==> src/rtl/fib_axis_pkg.sv <==
// Shared constants and types for the FIB AXI-Stream bridges.
package fib_axis_pkg;

   localparam int unsigned DATA_WIDTH     = 256;
   localparam int unsigned BCNT_WIDTH     = 64;
   localparam int unsigned BYTES_PER_WORD = 32;
   localparam int unsigned BYTE_CNT_W     = 16;

   // One-hot TX ingress states
   typedef enum logic [2:0] {
      ST_IDLE = 3'b001,
      ST_DATA = 3'b010,
      ST_CNT  = 3'b100
   } state_e;

   // Number of FIFO words needed to hold a packet of max_bytes bytes
   function automatic int unsigned max_words(input int unsigned max_bytes);
      return (max_bytes + BYTES_PER_WORD - 1) / BYTES_PER_WORD;
   endfunction

endpackage

==> src/rtl/fib_keep_popcnt.sv <==
// Combinational byte-enable population count (tkeep -> number of valid bytes).
module fib_keep_popcnt #(
   parameter  int unsigned KEEP_W = 32,
   localparam int unsigned CNT_W  = $clog2(KEEP_W + 1)
) (
   input  logic [KEEP_W-1:0] keep_i,
   output logic [CNT_W-1:0]  cnt_o
);

   // Sum every enable bit
   always_comb begin
      cnt_o = '0;
      for (int i = 0; i < KEEP_W; i++) begin
         cnt_o = cnt_o + CNT_W'(keep_i[i]);
      end
   end

endmodule

==> src/rtl/axis2fib_txwr.sv <==
// TX ingress: AXI-Stream packets into the data FIFO (wf) plus one byte-count
// entry per packet into the count FIFO (wcf), written only after the packet.
module axis2fib_txwr
   import fib_axis_pkg::*;
#(
   parameter int unsigned DATA_WIDTH    = 256,
   parameter int unsigned BCNT_WIDTH    = 64,
   parameter int unsigned WF_AW         = 10,
   parameter int unsigned MAX_PKT_BYTES = 9600
) (
   input  logic                    clk_fib,
   input  logic                    reset_,
   input  logic [DATA_WIDTH-1:0]   s_axis_tdata,
   input  logic [DATA_WIDTH/8-1:0] s_axis_tkeep,
   input  logic                    s_axis_tvalid,
   input  logic                    s_axis_tlast,
   output logic                    s_axis_tready,
   input  logic [WF_AW-1:0]        wrusedw_wf,
   input  logic                    wrfull_wcf,
   output logic                    wrreq_wf,
   output logic [DATA_WIDTH-1:0]   datain_wf,
   output logic                    wrreq_wcf,
   output logic [BCNT_WIDTH-1:0]   datain_wcf,
   output logic [31:0]             pkt_cnt,
   output logic                    err_trunc,
   output logic                    err_tkeep
);

   localparam int unsigned KEEP_W    = DATA_WIDTH / 8;
   localparam int unsigned PCNT_W    = $clog2(KEEP_W + 1);
   localparam int unsigned MAX_WORDS = max_words(MAX_PKT_BYTES);
   // Start a packet only if a maximum-size packet still fits, with slack for
   // the write pipeline.
   localparam int unsigned ROOM_THR  = (1 << WF_AW) - MAX_WORDS - 4;

   state_e                  state_q, state_d;
   logic                    run_q;
   logic                    room, beat_acc, beat_wr;
   logic [PCNT_W-1:0]       keep_cnt;
   logic [BYTE_CNT_W-1:0]   bytes_q, bytes_d;
   logic [15:0]             words_q, words_d;
   logic                    trunc_q, trunc_d;
   logic                    wrreq_wf_q, wrreq_wcf_q, err_trunc_q, err_tkeep_q;
   logic [DATA_WIDTH-1:0]   datain_wf_q;
   logic [BCNT_WIDTH-1:0]   datain_wcf_q;
   logic [31:0]             pkt_cnt_q;

   fib_keep_popcnt #(
      .KEEP_W (KEEP_W)
   ) u_popcnt (
      .keep_i (s_axis_tkeep),
      .cnt_o  (keep_cnt)
   );

   assign room     = (32'(wrusedw_wf) <= ROOM_THR) && !wrfull_wcf;
   assign beat_acc = s_axis_tvalid && s_axis_tready;
   // Beats past MAX_WORDS are still accepted but dropped
   assign beat_wr  = beat_acc && (words_q < 16'(MAX_WORDS));

   // State register
   always_ff @(posedge clk_fib or negedge reset_) begin
      if (!reset_) state_q <= ST_IDLE;
      else         state_q <= state_d;
   end

   // Next-state logic
   always_comb begin
      state_d = state_q;
      unique case (state_q)
         ST_IDLE: if (beat_acc) state_d = s_axis_tlast ? ST_CNT : ST_DATA;
         ST_DATA: if (beat_acc && s_axis_tlast) state_d = ST_CNT;
         ST_CNT:  state_d = ST_IDLE;
         default: state_d = ST_IDLE;
      endcase
   end

   // FSM outputs; run_q keeps tready low until the first edge after reset release
   always_comb begin
      s_axis_tready = 1'b0;
      unique case (state_q)
         ST_IDLE: s_axis_tready = room && run_q;
         ST_DATA: s_axis_tready = 1'b1;
         ST_CNT:  s_axis_tready = 1'b0;
         default: s_axis_tready = 1'b0;
      endcase
   end

   // Per-packet byte/word accumulation, cleared on the way back to IDLE
   always_comb begin
      bytes_d = bytes_q;
      words_d = words_q;
      trunc_d = trunc_q;
      if (state_q == ST_CNT) begin
         bytes_d = '0;
         words_d = '0;
         trunc_d = 1'b0;
      end else if (beat_wr) begin
         bytes_d = bytes_q + BYTE_CNT_W'(keep_cnt);
         words_d = words_q + 16'd1;
      end else if (beat_acc) begin
         trunc_d = 1'b1;
      end
   end

   // Counters and registered FIFO-side outputs
   always_ff @(posedge clk_fib or negedge reset_) begin
      if (!reset_) begin
         run_q        <= 1'b0;
         bytes_q      <= '0;
         words_q      <= '0;
         trunc_q      <= 1'b0;
         wrreq_wf_q   <= 1'b0;
         datain_wf_q  <= '0;
         wrreq_wcf_q  <= 1'b0;
         datain_wcf_q <= '0;
         pkt_cnt_q    <= '0;
         err_trunc_q  <= 1'b0;
         err_tkeep_q  <= 1'b0;
      end else begin
         run_q       <= 1'b1;
         bytes_q     <= bytes_d;
         words_q     <= words_d;
         trunc_q     <= trunc_d;
         wrreq_wf_q  <= beat_wr;
         if (beat_wr) datain_wf_q <= s_axis_tdata;
         wrreq_wcf_q <= (state_q == ST_CNT);
         if (state_q == ST_CNT) begin
            datain_wcf_q <= BCNT_WIDTH'(bytes_q);
            pkt_cnt_q    <= pkt_cnt_q + 32'd1;
         end
         err_trunc_q <= (state_q == ST_CNT) && trunc_q;
         err_tkeep_q <= beat_acc && !s_axis_tlast && (s_axis_tkeep != '1);
      end
   end

   assign wrreq_wf   = wrreq_wf_q;
   assign datain_wf  = datain_wf_q;
   assign wrreq_wcf  = wrreq_wcf_q;
   assign datain_wcf = datain_wcf_q;
   assign pkt_cnt    = pkt_cnt_q;
   assign err_trunc  = err_trunc_q;
   assign err_tkeep  = err_tkeep_q;

endmodule

==> config.mk <==
export PLATFORM = sky130hd
export DESIGN_NAME = axis2fib_txwr
export DESIGN_NICKNAME = d
export VERILOG_FILES = /design/src/rtl/fib_axis_pkg.sv /design/src/rtl/fib_keep_popcnt.sv /design/src/rtl/axis2fib_txwr.sv
export SDC_FILE = /design/constraint.sdc
export NUM_CORES = 1
export LEC_CHECK = 0
export ABC_AREA = 1
export CAP_MARGIN = 20
export CORE_AREA = 5 5 257 259
export DETAILED_ROUTE_END_ITERATION = 16
export DIE_AREA = 0 0 262 264
export PLACE_DENSITY = 0.49
export SLEW_MARGIN = 20
export SYNTH_ARGS = -nofsm -noshare
export SYNTH_HDL_FRONTEND = slang
export SYNTH_SLANG_ARGS = --single-unit
export TNS_END_PERCENT = 1
==> constraint.sdc <==
create_clock -name clk_fib -period 2.44 [get_ports clk_fib]
set_input_delay 0.488 -clock clk_fib [delete_from_list [all_inputs] [get_ports clk_fib]]
set_output_delay 0.488 -clock clk_fib [all_outputs]
set_load 0.01 [all_outputs]
==> results.sh <==
export IMPL_yosysSeqAreaShare=0.544
export IMPL_clkTransAtPathRegs_ns=0.06
export IMPL_hpwlAfterDp_um=43100
export IMPL_io_buffers=611
export IMPL_min_path_type="input port to flop"
export IMPL_crit_required_ns=2.93
export IMPL_cts_tree="yes"
export IMPL_finalCritPeriodShare=2.26
export IMPL_wl_um=56600
export IMPL_finalWeightedCongestion=0.829
export IMPL_setup_viol=16
export IMPL_fin_util=0.385
export IMPL_drc=0
export IMPL_drv_cap=0
export IMPL_fillers=6468
export IMPL_cp_data_arrival_time_ns=5.99
export IMPL_final_setup_tns_ns=-46.01
export IMPL_vias=14000
export IMPL_clock_skew_ns=0.0290
export IMPL_syn_area_mm2=0.0159
export IMPL_die_x_um=262
export IMPL_htreeDepth=2
export IMPL_netlist_top_cells_count="1003 x nand2_1, 344 x dfrtp_1, 128 x inv_1, 74 x nor2_1, 58 x nand3_1"
export IMPL_synth_main_ff_cell="dfrtp_1"
export IMPL_synth_edf_count=0
export IMPL_core_area_mm2=0.0636
export IMPL_violations="negative setup slack"
export IMPL_status="complete, but fails checks"
export IMPL_area_growth_pct=54.3
export IMPL_num_io_pins=660
export IMPL_start_util=0.249
export IMPL_die_y_um=264
export IMPL_drive_above_1_share=0.0684
export IMPL_gr_total_overflow=0
export IMPL_synth_avg_cell_area_um2=8.41
export IMPL_clock_sinks=345
export IMPL_netlist_top_cells_area="dfrtp_1 54%, nand2_1 24%, fa_1 3.2%, inv_1 3.0%, buf_4 2.3%"
export IMPL_synthDistinctLibCells=35
export IMPL_power_w=0.0310
export IMPL_worst_slew_pin_slew_ns=0.647
export IMPL_dr_pass1_iters=5
export IMPL_grt_first_pass_wirelength_um=86000
export IMPL_yosysMostFrequentCell="nand2_1"
export IMPL_die_area_mm2=0.0692
export IMPL_cts_buffers=43
export IMPL_grt_usage=0.157
export IMPL_antenna_found_initial=8
export IMPL_drt_initial_drc_count=752
export IMPL_drtAntennaViolNets=0
export IMPL_yosysWarningCount=0
export IMPL_rsz0062_at_grt="true"
export IMPL_layout_nets=2877
export IMPL_row_count=93
export IMPL_worst_slack_ns=-3.07
export IMPL_fin_area_mm2=0.0245
export IMPL_synth_async_reset_ratio=1.00
export IMPL_fin_crit_ns=5.51
export IMPL_criticalPathCategory="input port to flop"
export IMPL_power_leakage_nw=12.0
export IMPL_slew_headroom=0.569
export IMPL_p_per_area_mw_per_mm2=1270
export IMPL_clockRootBuffer="clkbuf_16"
export IMPL_max_freq_mhz=182
export IMPL_clockBufferDepth=3
export IMPL_synthCells=1886
export IMPL_wl_per_cell_um=16.6
export IMPL_cp_max_fo=4
export IMPL_yosysTopAreaCell="dfrtp_1"
export IMPL_crit_path_start_kind="input port"
export IMPL_synth_top_area_share=0.542
export IMPL_placed_area_mm2=0.0230
export IMPL_viasPerCell=4.11
export IMPL_ys_seq_elements=345
export IMPL_crit_path_end_kind="flop"
export IMPL_hold_viol=0
export IMPL_clk_latency_ns=0.57
export IMPL_drv_slew=0
export IMPL_grt_pass1_vias=14500
export IMPL_grt_max_degree=76
export IMPL_ir_drop_v=0.00125
## timing repair
action	4_1_cts	5_1_grt
resized for setup	43	34
buffers inserted	2	1
hold buffers	1	0
hold endpoints to repair	45	0
endpoints found under the setup margin	17	17
pin swaps	29	30
## routing by layer
| metal | share of wire | global-route usage |
|---|---|---|
| met1 | 0.40 | 0.186 |
| met3 | 0.073 | 0.0443 |
| met4 | 0.028 | 0.0514 |
| met2 | 0.50 | 0.273 |
| met5 | 0.00023 | 0 |
## sequential cells by signal, summed over array words and instances, names as in the netlist
name	cells
datain_wf	256
pkt_cnt	32
bytes_q	16
datain_wcf	16
words_q	16
state_q	3
err_tkeep	1
err_trunc	1
run_q	1
trunc_q	1
wrreq_wcf	1
wrreq_wf	1
## logic make-up (layout without fill, tap and decap cells)
family	after synthesis	after routing	synth area share
compound gates	24	24	0.00773
flops	345	345	0.544
buf+inv	251	876	0.0878
other cells	2	55	0.000473
simple gates	1178	1178	0.290
xor+xnor	43	43	0.0237
fa+ha+maj	43	43	0.0457
## cells in the final DEF (no fill, tap or decap), types with 18 or more instances in the layout
cell	instances
conb_1	49
nand3_1	57
xor2_1	25
buf_12	18
nor2_1	72
clkdlybuf4s50_1	593
clkbuf_16	44
nand2_1	991
inv_1	117
fa_1	23
dfrtp_1	344
buf_4	41
## layout make-up
class / instances / area, um^2 / area share
diodes: 6 / 15.0 / 0.000613
clock buffers: 63 / 1260 / 0.0516
clock inverters: 9 / 90.1 / 0.00368
inverters: 131 / 499 / 0.0204
multi-input cells: 1337 / 6110 / 0.250
flip-flops and latches: 345 / 8630 / 0.353
well taps: 855 / 1070 / 0.0437
repair buffers: 673 / 6800 / 0.278
## worst paths after layout
path / from / endpoint / slack (ns) / depth (start not counted)
max in group asynchronous: reset_ / datain_wf[156] / 1.21 / 3
min reg2reg: datain_wf[92] / datain_wf[92] / 0.47 / 2
min in group asynchronous: reset_ / datain_wf[14] / 0.54 / 2
min: s_axis_tkeep[22] / err_tkeep / 0.35 / 4
max reg2reg: state_q[0] / datain_wf[235] / 0.43 / 11
max: s_axis_tkeep[22] / bytes_q[6] / -3.07 / 23
## where the power goes
part / switching [W] / leakage, nW / internal (W)
Sequential: 0.00134 / 4.42 / 0.00795
Clock: 0.00251 / 0.660 / 0.00367
Combinational: 0.00750 / 6.94 / 0.00804
Total: 0.0114 / 12.0 / 0.0197
## stage by stage
step | setup WS, ns | hold WS (ns) | instances
4_1_cts | -3.19 | 0.405 | 3412
2_1_floorplan | -3.24 | 0.192 | 1933
3_5_place_dp | -3.99 | 0.464 | 3337
5_1_grt | -3.29 | 0.328 | 3419
3_3_place_gp | -3.95 | 0.461 | 3337
6_report | -3.07 | 0.348 | 3419
## critical path, stage by stage
cell     delay, ns
buf_8         0.10
fa_1          0.55
inv_2         0.04
fa_1          0.51
inv_2         0.04
fa_1          0.52
inv_2         0.05
fa_1          0.52
fa_1          0.44
fa_1          0.51
fa_2          0.40
fa_2          0.38
o21ai_2       0.14
xor2_1        0.16
ha_1          0.32
nand2_2       0.14
inv_2         0.04
nand2_2       0.06
nand3_2       0.10
nand2_1       0.10
nor3b_1       0.24
nand2_1       0.08
nand2_1       0.06
Power figures use the tool's default switching activity.
==> RTL change 1, RTL diff (config.mk and constraints unchanged) <==
Put one more register stage on the output `pkt_cnt`. The value now appears one clock later. The other outputs are not delayed to match.
--- a/src/rtl/axis2fib_txwr.sv
+++ b/src/rtl/axis2fib_txwr.sv
@@ -139,3 +139,5 @@
    assign datain_wcf = datain_wcf_q;
-   assign pkt_cnt    = pkt_cnt_q;
+   always_ff @(posedge clk_fib) begin
+      pkt_cnt <= pkt_cnt_q;
+   end
    assign err_trunc  = err_trunc_q;
Check against the original RTL: not equivalent (Yosys sat finds a counterexample within 4 cycles, from zero or initial values and one cycle with reset_ low).
==> RTL change 1 against the unedited design <==
The run still ends with negative setup slack left; critical path type unchanged; wire length rose by 4.4%; cell area increased by 3.4%; non-clock buffer count is the same; area after synthesis is 4.3% higher; via count grew 2.3%; worst setup slack gained 0.013 ns; sequential cell count up 32; count of clock-buffer cells in the layout increased by 3; critical path depth grew 2; total power increased by 3.9%.
==> RTL change 1: results (changes against the unedited design) <==
- Final worst slack: -3.055 ns (was -3.068 ns)
- First-pass GRT wire length: 89,620 microns (was 86,020 microns)
- Worst hold margin: 0.3122 ns (was 0.3476 ns)
- Iter 0 DRT Violations: 691 (was 752)
- Final setup vio count: 16 (unchanged)
- Initial antenna violation count: 7 (was 8)
- Post-Layout Cell Count: 3,473 (was 3,419)
- Reg2reg start: pkt_cnt_q[0]$_DFFE_PN0P_ (was state_q[0]$_DFFE_PN1P_)
- Tot GR Track Use: 16.43% (was 15.69%)
- Failing checks: negative setup slack (unchanged)
- XOR/XNOR Fraction of Synth Area: 2.223% (was 2.373%)
- Synthesized instance count: 1,930 (was 1,886)
- Async SR Flop Fraction: 91.51% (was 100.0%)
- Cell Area, Placed: 0.02373 sq mm (was 0.02302 sq mm)
- Clock group total power: 0.00691 W (was 0.00618 W)
- Post-DP HPWL: 45,040 microns (was 43,070 microns)
- Top post-synthesis cells by count: nand2_1 (1,000), dfrtp_1 (344), inv_1 (134), nor2_1 (79), nand3_1 (59) (was nand2_1 (1,003), dfrtp_1 (344), inv_1 (128), nor2_1 (74), nand3_1 (58))
- Layout cell share with drive strength beyond 1: 6.930% (was 6.841%)
- Worst Path Max Fanout: 7 (was 4)
- Power Sequential: 0.00985 W (was 0.00930 W)
- DP Worst Slack: -4.008 ns (was -3.994 ns)
- Vias: 14,367 (was 14,048)
- Peak supply drop: 1.205 mV (was 1.248 mV)
- Internal power: 0.02059 W (was 0.01966 W)
- Arrival time worst endpoint: 5.93 ns (was 5.99 ns)
- Fin Setup TNS: -45.12 ns (was -46.01 ns)
- CP Launch Point: s_axis_tkeep[18] (was s_axis_tkeep[22])
- Post-cts sizing count: 39 (was 43)
- Post-Route Skew: 0.02612 ns (was 0.02903 ns)
- Status: finished with violations (unchanged)
- Largest net degree at the start of global routing: 64 (was 76)
- CP Capture Point: bytes_q[11]$_DFFE_PN0P_ (was bytes_q[6]$_DFFE_PN0P_)
- Setup repair bufs after CTS: 0 (was 2)
- Seq/Total Area, Yosys: 56.05% (was 54.41%)
- Hold Crit Start: s_axis_tkeep[26] (was s_axis_tkeep[22])
- Vias in the first global route: 14,801 (was 14,500)
- GPL Wtd Cong: 0.8480 (was 0.8285)
- Nets: 2,923 (was 2,877)
- DRT Pass-1 Iters: 4 (was 5)
==> RTL change 1: per-layer routing <==
| layer | routed length, microns | GRT usage, % | vias up |
|---|---|---|---|
| met4 | 1359 | 4.395 | 2 |
| li1 | - | - | 7030 |
| met5 | 14 | 0 | - |
| met1 | 24340 | 20.68 | 6824 |
| met3 | 4530 | 4.779 | 76 |
| met2 | 28870 | 27.68 | 435 |
==> RTL change 1: final cells by class <==
| class | instances | area, sq um | share of cell area, % |
|---|---|---|---|
| repair buffers | 673 | 6763 | 26.72 |
| clock inverters | 16 | 193.9 | 0.7663 |
| diodes | 6 | 15.01 | 0.05933 |
| inverters | 137 | 521.8 | 2.062 |
| clock buffers | 66 | 1328 | 5.245 |
| well taps | 855 | 1070 | 4.227 |
| multi-input cells | 1343 | 6142 | 24.27 |
| flip-flops and latches | 377 | 9275 | 36.65 |
==> RTL change 2, RTL diff (same settings) <==
Without the edit above. `BCNT_WIDTH` is set to 64 in 2 places; all go to 32.
--- a/src/rtl/fib_axis_pkg.sv
+++ b/src/rtl/fib_axis_pkg.sv
@@ -4,3 +4,3 @@
    localparam int unsigned DATA_WIDTH     = 256;
-   localparam int unsigned BCNT_WIDTH     = 64;
+   localparam int unsigned BCNT_WIDTH     = 32;
    localparam int unsigned BYTES_PER_WORD = 32;
--- a/src/rtl/axis2fib_txwr.sv
+++ b/src/rtl/axis2fib_txwr.sv
@@ -6,3 +6,3 @@
    parameter int unsigned DATA_WIDTH    = 256,
-   parameter int unsigned BCNT_WIDTH    = 64,
+   parameter int unsigned BCNT_WIDTH    = 32,
    parameter int unsigned WF_AW         = 10,
Interface: changed (resized datain_wcf); port bits go from 660 to 628. No check against the original RTL was run, so the function may have changed too.
==> RTL change 2 against the unedited design <==
The run still ends with negative setup slack left; critical path type unchanged; worst setup slack got worse by 0.069 ns; highest routed layer is now met4; critical endpoint is now bytes_q[9]$_DFFE_PN0P_; sequential cell count unchanged; die area unchanged; cell area increased by 0.77%; area after synthesis decreased by 1.5%; hold slack improved by 0.0033 ns; clock skew decreased by 0.013 ns; total power increased by 0.97%; wire length increased by 1.4%; final cell count decreased by 0.15%; critical path depth unchanged.
==> RTL change 2: results (changes against the unedited design) <==
- Status: finished with violations (unchanged)
- Failing checks: negative setup slack (unchanged)
- Leakage Power: 12.10 nW (was 12.01 nW)
- GPL Wtd Cong: 0.8370 (was 0.8285)
- Seq/Total Area, Yosys: 55.25% (was 54.41%)
- Final worst slack: -3.137 ns (was -3.068 ns)
- Synthesized instance count: 1,854 (was 1,886)
- Worst hold margin: 0.3509 ns (was 0.3476 ns)
- Tot GR Track Use: 15.96% (was 15.69%)
- Layout cell share with drive strength beyond 1: 7.683% (was 6.841%)
- CP Launch Point: s_axis_tkeep[12] (was s_axis_tkeep[22])
- Vias/cell: 4.115 (was 4.109)
- CP Capture Point: bytes_q[9]$_DFFE_PN0P_ (was bytes_q[6]$_DFFE_PN0P_)
- Worst skew pair latency: 0.55 ns (was 0.57 ns)
- Post-DP HPWL: 44,140 microns (was 43,070 microns)
- Post-Layout Cell Count: 3,414 (was 3,419)
- Arrival time worst endpoint: 6.01 ns (was 5.99 ns)
- Fillers: 6,498 (was 6,468)
- First-pass GRT wire length: 87,770 microns (was 86,020 microns)
- Reg2reg start: pkt_cnt[0]$_DFFE_PN0P_ (was state_q[0]$_DFFE_PN1P_)
- Largest net degree at the start of global routing: 80 (was 76)
- Max_slew headroom: 48.63% (was 56.89%)
- Num CTS Buffers: 44 (was 43)
- Post-Route Skew: 0.01572 ns (was 0.02903 ns)
- R2r worst-path depth: 7 (was 11)
- Hold Crit Start: s_axis_tkeep[18] (was s_axis_tkeep[22])
- Vias in the first global route: 14,737 (was 14,500)
- Final setup vio count: 16 (unchanged)
- Peak supply drop: 1.053 mV (was 1.248 mV)
-- RTL change 2: changes by cell type in the layout (fill, tap and decap cells not counted), moves of 4 or more --
cell       before  now
bufinv_16       1    6
clkbuf_1       10    6
clkinv_2        4   12
conb_1         49   17
buf_4          41   57
nand2_1       991  996
-- RTL change 2: cell type report --
class	instances	area (sq um)	area share, %
tap	855	1070	4.337
antenna	8	20.02	0.08115
multi-input combinational	1305	5962	24.17
clock buffer	60	1272	5.158
timing repair buffer	690	6953	28.19
sequential	345	8635	35.00
clock inverter	20	257.7	1.045
inverter	131	499.2	2.024
-- RTL change 2: kinds of logic after synthesis --
kind of cell,Yosys count,share of synthesized area (%)
DFF,345,55.25
AOI/OAI and AO/OA,24,0.7846
adders and majority gates,43,4.643
other,2,0.04805
and+or+nand+nor,1178,29.49
xor gates and xnor gates,43,2.410
buffers and inverters,219,7.373
-- RTL change 2: worst register-to-register path, delay by kind of cell (launching register included) --
| family | cells | cell delay [ns] |
|---|---|---|
| xor gates and xnor gates | 1 | 0.15 |
| DFF | 1 | 0.46 |
| and+or+nand+nor | 5 | 1.02 |
| adders and majority gates | 1 | 0.24 |
-- RTL change 2: power by group --
part	internal, W	switching, W	total (W)
clock network	0.00428	0.00255	0.00682
registers	0.00796	0.00135	0.00931
logic	0.00782	0.00736	0.0152
total	0.0201	0.0113	0.0313
-- RTL change 2: what timing repair did --
item	in CTS	in global routing
gates resized for setup	38	24
hold buffers	1	0
endpoints found under the setup margin	17	17
buffers inserted	1	1
hold endpoints to repair	20	0
pin swaps	25	24
-- RTL change 2: layer usage --
layer	vias up	track usage (%)	routed length, microns
li1	6895	-	-
met1	6650	18.93	22670
met2	421	28.13	29040
met3	82	4.568	4335
met4	0	4.550	1338
met5	-	0	0
